===== config.mk =====
export PLATFORM = sky130hd
export DESIGN_NAME = ps2_keyb_event_rx
export DESIGN_NICKNAME = d
export VERILOG_FILES = /design/src/rtl/ps2_keyb_event_rx.sv
export SDC_FILE = /design/constraint.sdc
export NUM_CORES = 1
export LEC_CHECK = 0
export CAP_MARGIN = 5
export CORE_ASPECT_RATIO = 0.7
export CORE_MARGIN = 10
export CORE_UTILIZATION = 60
export DETAILED_ROUTE_END_ITERATION = 10
export GPL_TIMING_DRIVEN = 0
export PLACE_DENSITY = 0.81
export RECOVER_POWER = 100
export SYNTH_ARGS = -nofsm -noshare
export SYNTH_HDL_FRONTEND = slang
export SYNTH_SLANG_ARGS = --single-unit

===== constraint.sdc =====
create_clock -name sys_clk -period 3.9 [get_ports sys_clk]
set_input_delay 0.78 -clock sys_clk [delete_from_list [all_inputs] [get_ports sys_clk]]
set_output_delay 0.78 -clock sys_clk [all_outputs]
set_load 0.01 [all_outputs]

===== src/rtl/ps2_keyb_event_rx.sv =====
// PS/2 keyboard front end: input filtering, frame deserialisation with
// parity/stop/timeout checks, prefix and modifier tracking, and a
// first-word-fall-through event FIFO towards the keymap stage.
//
// Frame FSM states:
//   state     | meaning
//   ST_IDLE   | waiting for a start bit (data low on a filtered falling edge)
//   ST_DATA   | shifting in 8 data bits, LSB first
//   ST_PARITY | capturing the parity bit
//   ST_STOP   | checking the stop bit and odd parity, handing the byte on
module ps2_keyb_event_rx #(
   parameter int DEB_BITS       = 4,
   parameter int FIFO_DEPTH     = 8,
   parameter int TIMEOUT_CYC    = 50000,
   parameter bit REPORT_RELEASE = 1'b1
) (
   input  logic                               sys_clk,
   input  logic                               sys_rst,
   input  logic                               PS2Clk,
   input  logic                               PS2Data,
   output logic                               ev_valid,
   input  logic                               ev_ready,
   output logic [7:0]                         ev_code,
   output logic                               ev_ext,
   output logic                               ev_release,
   output logic [3:0]                         ev_mods,
   output logic                               ev_caps,
   output logic [3:0]                         mods,
   output logic                               caps_lock,
   output logic                               err_parity,
   output logic                               err_frame,
   output logic                               overflow,
   output logic [$clog2(FIFO_DEPTH+1)-1:0]    fifo_level
);

   localparam int LW = $clog2(FIFO_DEPTH + 1);
   localparam int PW = $clog2(FIFO_DEPTH);
   localparam int TW = $clog2(TIMEOUT_CYC + 1);

   localparam logic [DEB_BITS-1:0] DEB_MAX  = {DEB_BITS{1'b1}};
   localparam logic [TW-1:0]       TMO_LOAD = TW'(TIMEOUT_CYC - 1);
   localparam logic [LW-1:0]       FULL_LVL = LW'(FIFO_DEPTH);

   localparam logic [1:0] ST_IDLE   = 2'd0;
   localparam logic [1:0] ST_DATA   = 2'd1;
   localparam logic [1:0] ST_PARITY = 2'd2;
   localparam logic [1:0] ST_STOP   = 2'd3;

   logic [1:0]          clk_s, dat_s;
   logic [DEB_BITS-1:0] clk_cnt, dat_cnt;
   logic                clk_f, dat_f, clk_f_d;
   logic                fe;

   logic [1:0]          state;
   logic [2:0]          bit_cnt;
   logic [7:0]          shreg;
   logic                par_bit;
   logic [TW-1:0]       tmo_cnt;
   logic                byte_vld;
   logic [7:0]          byte_q;

   logic                ext, rel, caps_held;
   logic                is_noise;
   logic                push_vld;
   logic [14:0]         push_data;

   logic [14:0]         mem [FIFO_DEPTH];
   logic [PW-1:0]       wr_ptr, rd_ptr;
   logic [LW-1:0]       level;
   logic                full, pop, push_ok;

   assign fe = clk_f_d & ~clk_f;

   // Synchronise both PS/2 lines and filter them with saturating counters.
   always_ff @(posedge sys_clk) begin
      if (sys_rst) begin
         clk_s   <= 2'b11;
         dat_s   <= 2'b11;
         clk_cnt <= DEB_MAX;
         dat_cnt <= DEB_MAX;
         clk_f   <= 1'b1;
         dat_f   <= 1'b1;
         clk_f_d <= 1'b1;
      end else begin
         clk_s <= {clk_s[0], PS2Clk};
         dat_s <= {dat_s[0], PS2Data};

         if (clk_s[1] && clk_cnt != DEB_MAX)
            clk_cnt <= clk_cnt + 1'b1;
         else if (!clk_s[1] && clk_cnt != '0)
            clk_cnt <= clk_cnt - 1'b1;

         if (dat_s[1] && dat_cnt != DEB_MAX)
            dat_cnt <= dat_cnt + 1'b1;
         else if (!dat_s[1] && dat_cnt != '0)
            dat_cnt <= dat_cnt - 1'b1;

         if (clk_cnt == DEB_MAX)
            clk_f <= 1'b1;
         else if (clk_cnt == '0)
            clk_f <= 1'b0;

         if (dat_cnt == DEB_MAX)
            dat_f <= 1'b1;
         else if (dat_cnt == '0)
            dat_f <= 1'b0;

         clk_f_d <= clk_f;
      end
   end

   // Frame FSM with bit timeout; the timer reloads on every filtered falling
   // edge and expires when it reaches zero outside IDLE.
   always_ff @(posedge sys_clk) begin
      if (sys_rst) begin
         state      <= ST_IDLE;
         bit_cnt    <= 3'd0;
         shreg      <= 8'h00;
         par_bit    <= 1'b0;
         tmo_cnt    <= '0;
         byte_vld   <= 1'b0;
         byte_q     <= 8'h00;
         err_parity <= 1'b0;
         err_frame  <= 1'b0;
      end else begin
         byte_vld   <= 1'b0;
         err_parity <= 1'b0;
         err_frame  <= 1'b0;

         if (fe)
            tmo_cnt <= TMO_LOAD;
         else if (state != ST_IDLE && tmo_cnt != '0)
            tmo_cnt <= tmo_cnt - 1'b1;

         if (fe) begin
            case (state)
               ST_IDLE: begin
                  if (!dat_f) begin
                     state   <= ST_DATA;
                     bit_cnt <= 3'd0;
                  end
               end
               ST_DATA: begin
                  shreg   <= {dat_f, shreg[7:1]};
                  bit_cnt <= bit_cnt + 3'd1;
                  if (bit_cnt == 3'd7)
                     state <= ST_PARITY;
               end
               ST_PARITY: begin
                  par_bit <= dat_f;
                  state   <= ST_STOP;
               end
               default: begin
                  state <= ST_IDLE;
                  if (!dat_f) begin
                     err_frame <= 1'b1;
                  end else if (^{shreg, par_bit}) begin
                     byte_vld <= 1'b1;
                     byte_q   <= shreg;
                  end else begin
                     err_parity <= 1'b1;
                  end
               end
            endcase
         end else if (state != ST_IDLE && tmo_cnt == '0) begin
            state     <= ST_IDLE;
            err_frame <= 1'b1;
         end
      end
   end

   // Acknowledge/self-test bytes carry no key information.
   assign is_noise = byte_q inside {8'hFA, 8'hAA, 8'hEE, 8'hFE, 8'h00, 8'hFF, 8'hE1};

   // Scancode decoder: prefixes, modifiers, Caps Lock latch and event push.
   always_ff @(posedge sys_clk) begin
      if (sys_rst) begin
         ext       <= 1'b0;
         rel       <= 1'b0;
         mods      <= 4'b0000;
         caps_lock <= 1'b0;
         caps_held <= 1'b0;
         push_vld  <= 1'b0;
         push_data <= '0;
      end else begin
         push_vld <= 1'b0;
         if (byte_vld) begin
            if (byte_q == 8'hE0) begin
               ext <= 1'b1;
            end else if (byte_q == 8'hF0) begin
               rel <= 1'b1;
            end else begin
               ext <= 1'b0;
               rel <= 1'b0;
               if (is_noise) begin
                  // dropped
               end else if (byte_q == 8'h12) begin
                  mods[0] <= ~rel;
               end else if (byte_q == 8'h59) begin
                  mods[1] <= ~rel;
               end else if (byte_q == 8'h11 && ext) begin
                  mods[2] <= ~rel;
               end else if (byte_q == 8'h14 && !ext) begin
                  mods[3] <= ~rel;
               end else if (byte_q == 8'h58) begin
                  // Typematic repeats arrive as further makes; only the first toggles.
                  if (rel) begin
                     caps_held <= 1'b0;
                  end else if (!caps_held) begin
                     caps_lock <= ~caps_lock;
                     caps_held <= 1'b1;
                  end
               end else if (!rel || REPORT_RELEASE) begin
                  push_vld  <= 1'b1;
                  push_data <= {byte_q, ext, rel, mods, caps_lock};
               end
            end
         end
      end
   end

   assign full     = (level == FULL_LVL);
   assign ev_valid = (level != '0);
   assign pop      = ev_valid & ev_ready;
   assign push_ok  = push_vld & (~full | pop);

   // Event storage; a full FIFO still accepts a push when the head pops.
   always_ff @(posedge sys_clk) begin
      if (push_ok)
         mem[wr_ptr] <= push_data;
   end

   // FIFO pointers, occupancy and sticky overflow flag.
   always_ff @(posedge sys_clk) begin
      if (sys_rst) begin
         wr_ptr   <= '0;
         rd_ptr   <= '0;
         level    <= '0;
         overflow <= 1'b0;
      end else begin
         if (push_ok)
            wr_ptr <= wr_ptr + 1'b1;
         if (pop)
            rd_ptr <= rd_ptr + 1'b1;
         if (push_ok && !pop)
            level <= level + 1'b1;
         else if (!push_ok && pop)
            level <= level - 1'b1;
         if (push_vld && full && !pop)
            overflow <= 1'b1;
      end
   end

   assign {ev_code, ev_ext, ev_release, ev_mods, ev_caps} = ev_valid ? mem[rd_ptr] : 15'd0;
   assign fifo_level = level;

endmodule


; ---- Word level (Yosys, flattened, before mapping)
; Memory sizes are Yosys's and may differ from the RTL's. A register that Yosys moved wholly into a read port is not among the register bits.
; Index checks and enable logic that the tools add are counted.
[totals]
register_bits = 91
latch_bits = 0
mem_bits_rw = 120
mem_bits_ro = 0
output_inout_bits = 28
word_cells = 174
mem_count = 1
[mem_list]
columns = name, words, width, rd, rd_ports_with_merged_regs, write_ports, line_no
row1 = mem, 8, 15, 1, 1, 1, 67  ; logic [14:0] mem [FIFO_DEPTH];
[classes]
n_addsub = 10
mul = 0
n_div = 0
order_cmp = 0
n_eq_ne = 25
shifts = 0
mux = 31
bitwise = 21
n_reduce_logical = 55
[op_table]
columns = operator, count
row1 = $eq 8x8->1 const B, 8
row2 = $mux 16, 2
row3 = $eq 8x5->1 const B, 3
row4 = $mux 4, 6
row5 = $reduce_and 9->1, 2
row6 = $not 1->1, 17
row7 = $eq 8x7->1 const B, 2
row8 = $logic_not 16->1, 1
row9 = $reduce_bool 16->1, 1
row10 = $sub 16x1->16 const B, 1
row11 = $mux 15, 1
row12 = $reduce_bool 2->1, 7
row13 = $mux 1, 13
row14 = $add 4x1->4 const B, 3
row15 = $eq 4x4->1 const B, 3
row16 = $logic_and 1x1->1, 12
row17 = $reduce_bool 4->1, 3
row18 = $sub 4x1->4 const B, 3
row19 = $reduce_and 11->1, 1
row20 = $add 3x1->3 const B, 3
row21 = $mux 3, 3
row22 = $reduce_or 9->1, 1
row23 = $reduce_xor 9->1, 1
row24 = $logic_not 4->1, 2
row25 = 25 further kinds, 43

; ---- Logic depth before layout (Yosys ltp)
[logic_depth]
depth_word = 8
ltp_mapped = 11

; ---- Worst setup path after synthesis
; OpenSTA, ideal clock, no wires.
[synth_timing]
path_type = input port to flip-flop
start = in ev_ready
end = mem mem[1][0], enable pin
setup_time_ns = 0.406
arrival_ns = 2.500
t_required_ns = 3.494
path_slack_ns = 0.994
stages = 4
n_path_buf = 0
cell_sequence = inv_1 a31oi_1 nand2_1 nor3_1
[synth_between]
elab_chain_cells = 5
[synth_rtl]
columns = item, line_no
row1 = start: declaration, 22  ; input logic ev_ready,
row2 = $and 1x1->1, 224  ; assign pop = ev_valid & ev_ready;
row3 = $or 1x1->1, 225  ; assign push_ok = push_vld & (~full | pop);
row4 = $and 1x1->1, 225
row5 = via push_ok, 70  ; logic full, pop, push_ok;
row6 = $mux 1, 229  ; if (push_ok)
row7 = $mux 1 (implied by the code), 230  ; mem[wr_ptr] <= push_data;
row8 = end: declaration, 67
; The timed path passes the listed nets, and every way through them passes these cells.

==> impl_metrics.json <==
{
  "slew_violations": 32,
  "critical_path_class": "flop to primary output",
  "final.period_utilization_pct": 93.5,
  "grt_remaining_overflow": 0,
  "finalCriticalPeriod_ns": 3.65,
  "cts_tree": "yes",
  "drt_first_pass_iters": 5,
  "synth-seq-area-share_pct": 60.2,
  "holdWs_ns": 0.407,
  "regToRegEndpoint": "mem[1][2]",
  "clock-root-buffer": "sky130_fd_sc_hd__clkbuf_16",
  "post-synth-top-area-fraction_pct": 39.6,
  "violation_count_after_the_first_detailed_route_iteration": 533,
  "netSwitchingFraction_pct": 27.1,
  "seqPwrFrac_pct": 43.1,
  "synthesis.nets": 718,
  "setup_total_negative_slack_ns": 0,
  "combinational_cell_fraction_of_total_power_pct": 23.2,
  "setup_violations": 0,
  "hold_path.class": "flop to flop",
  "placement.setup.worst_slack_ns": 0.401,
  "post_synth_main_area_contributors": "sky130_fd_sc_hd__edfxtp_1 (40%), sky130_fd_sc_hd__dfxtp_1 (21%), sky130_fd_sc_hd__mux4_2 (7.4%)",
  "initial_utilization_pct": 61.7,
  "max_slew.worst_pin.slew_ns": 1.57,
  "drive_above_1_share_pct": 10.2,
  "stdcell_area_sq_um": 10300,
  "numClockSinks": 214,
  "vias": 5754,
  "gr-usage-all-layers_pct": 18.4,
  "fmaxAchievable_ghz": 0.274,
  "wl_um": 19100,
  "first_global_vias": 5780,
  "timing.final.ws_setup_ns": 0.253,
  "internal-power_w": 0.00430,
  "clk_latency_ns": 0.49,
  "antenna_left": 0,
  "post_cts_hold_buffer_count": 0,
  "fp.coreArea_sq_um": 14800,
  "powerDensity_nw_per_um2": 571,
  "nets": 777,
  "synthesized_area_per_cell_sq_um": 13.1,
  "final_hold_viol_count": 0,
  "library_cell_occupying_the_most_area_in_the_post_synthesis_netlist": "sky130_fd_sc_hd__edfxtp_1",
  "first_pass_grt_wire_length_um": 30900,
  "status": "finished, violations left",
  "filler_cell_count_in_the_final_layout": 931,
  "crit_path_end": "ev_code[7]",
  "violations_in_the_final_reports": "max-capacitance violations, max-slew violations",
  "clk_pin_slew_worst_paths_ns": 0.06,
  "clock_skew_ns": 0.0123,
  "synth_enable_flop_cells": 120,
  "htree_levels": 1,
  "static-leakage-power_nw": 3.61,
  "power.switching_w": 0.00160,
  "clock_tree.buffer_depth": 3,
  "detail_route.drc_violations": 0,
  "maximum_vdd_drop_uv": 503,
  "total_power_w": 0.00590,
  "clock_power_share_pct": 33.7,
  "worst_slew_margin_rel_pct": -4.80,
  "number_of_distinct_library_cell_variants_in_the_gate_level_netlist_after_synthesis": 58,
  "timing.max_cap.violations": 2,
  "fp.dieW_um": 167,
  "die_area_sq_um": 20600,
  "antenna_found_initial": 0,
  "port_buffers": 31,
  "grt_max_degree": 16,
  "antennaDiodeCount": 0,
  "critPathRequiredTime_ns": 3.12,
  "timing.critical_path.arrival_ns": 2.87,
  "rsz0062_at_grt": "false",
  "ys_ff_latch": 214,
  "critical_path.max_fanout": 10,
  "io-pin-count": 33,
  "synth_async_sr_flop_share_pct": 0,
  "tritoncts.num_buffers": 21,
  "post_drt_via_cell_ratio": 5.99,
  "post_synth_inst_count": 693,
  "cell_area_after_synthesis_sq_um": 9110,
  "synth_flop_cell": "sky130_fd_sc_hd__edfxtp_1",
  "r2r_cells": 5,
  "place_area_sq_um": 9750,
  "critical_path_launch_point_type": "flop",
  "end_kind": "primary output",
  "place.gp.congestion": 0.859,
  "worst_r2r_start": "fifo_level[0]",
  "detailedPlacementHpwl_um": 12800,
  "reg2reg_setup_slack_ns": 0.71,
  "syn2layout_area_growth_pct": 13.4,
  "row_count": 37,
  "yosys_warnings": 0,
  "avgRoutedWirePerCell_um": 19.8,
  "die_h_um": 123
}
==> layout make-up <==
cell class	instances	area (sq um)	share of cell area [%]
multi-input cells	435	3420	33.1
well taps	195	244	2.36
plain buffers	31	120	1.16
repair buffers	36	330	3.20
flip-flops and latches	214	5490	53.1
clock buffers	28	583	5.65
inverters	13	48.8	0.473
clock inverters	9	95.1	0.921
==> flip-flops by register name (all words and copies together) (netlist names), 2 cells and up, named ones only <==
name        count
clk_cnt         4
mods            4
rd_ptr          3
shreg           8
wr_ptr          3
tmo_cnt        16
bit_cnt         3
fifo_level      4
byte_q          8
push_data      15
mem           120
dat_s           2
clk_s           2
state           2
dat_cnt         4
==> worst min-delay path by stage <==
| stage | startpoint | to | slack (ns) | cells past startpoint |
|---|---|---|---|---|
| after global routing | clk_s[0] | clk_s[1] | 0.43 | 1 |
| after detailed placement | dat_s[0] | dat_s[1] | 0.40 | 1 |
| after floorplan | clk_s[0] | clk_s[1] | 0.39 | 1 |
| after global placement | dat_s[0] | dat_s[1] | 0.39 | 1 |
| final | dat_s[0] | dat_s[1] | 0.41 | 1 |
| after CTS | dat_s[0] | dat_s[1] | 0.41 | 1 |
==> cell usage in the layout, fill, tap and decap left out, types with 13 or more instances in the layout <==
master / synthesis / routed
sky130_fd_sc_hd__clkbuf_16: 0 / 21
sky130_fd_sc_hd__clkbuf_1: 26 / 35
sky130_fd_sc_hd__nor2_1: 75 / 76
sky130_fd_sc_hd__nand2_1: 25 / 25
sky130_fd_sc_hd__mux4_2: 30 / 30
sky130_fd_sc_hd__nand3_1: 14 / 14
sky130_fd_sc_hd__dlygate4sd3_1: 0 / 25
sky130_fd_sc_hd__xnor2_1: 16 / 16
sky130_fd_sc_hd__mux2i_1: 52 / 52
sky130_fd_sc_hd__o21ai_0: 18 / 18
sky130_fd_sc_hd__xor2_1: 15 / 15
sky130_fd_sc_hd__dfxtp_1: 94 / 94
sky130_fd_sc_hd__ha_1: 17 / 17
sky130_fd_sc_hd__nand2b_1: 47 / 47
sky130_fd_sc_hd__edfxtp_1: 120 / 120
sky130_fd_sc_hd__a21oi_1: 33 / 33
sky130_fd_sc_hd__inv_1: 13 / 13
==> power by group through the flow <==
stage               clock network (W)  registers, W  logic [W]
floorplan                           0       0.00257   0.000949
global placement                    0       0.00258    0.00134
detailed placement                  0       0.00259    0.00140
CTS                           0.00202       0.00254    0.00142
global route                  0.00210       0.00256    0.00151
finish                        0.00199       0.00254    0.00137
==> logic make-up after synthesis <==
kind of cell,after synthesis,synth area share [%]
compound gates,82,5.88
xor+xnor,32,3.23
fa+ha+maj,20,3.00
buf+inv,44,1.95
flops,214,60.2
mux,82,13.1
simple gates,219,12.6
==> cells in the mapped netlist (all sizes together), types with 5 or more instances <==
cell and instances:
mux4 30, nor4 7, nand2 25, a21oi 33
nor2 77, or3 9, inv 13, o21ai 18
nand3 14, nor2b 5, edfxtp 120, or2 5
nand4 5, ha 17, buf 5, mux2i 52
nor3 9, nand2b 47, xnor2 16, xor2 15
dfxtp 94, clkbuf 26
==> worst max-delay path, cell delays in order (launching register included) <==
cell and delay (ns):
sky130_fd_sc_hd__dfxtp_1 0.38, sky130_fd_sc_hd__clkbuf_1 0.66, sky130_fd_sc_hd__mux4_2 0.43, sky130_fd_sc_hd__mux2i_1 0.21, sky130_fd_sc_hd__nor2_1 0.06, sky130_fd_sc_hd__dlygate4sd3_1 0.63
==> through the flow <==
step,utilization [%],std cells
finish,69.9,961
global route,69.9,961
CTS,70.7,961
detailed placement,66.0,924
global placement,65.4,919
floorplan,-,693
==> layer usage <==
metal  wire length, um  global-route usage [%]
met4               369                    4.99
met5                 0                       0
met1              8340                    24.2
met3              1400                    4.06
met2              8970                    30.5
==> repair_timing <==
action / in CTS / in global routing
resized for setup: 1 / 0
setup endpoints to repair: 8 / 0
buffers inserted: 0 / 0
Note: power is estimated with default switching activity, not from simulation.
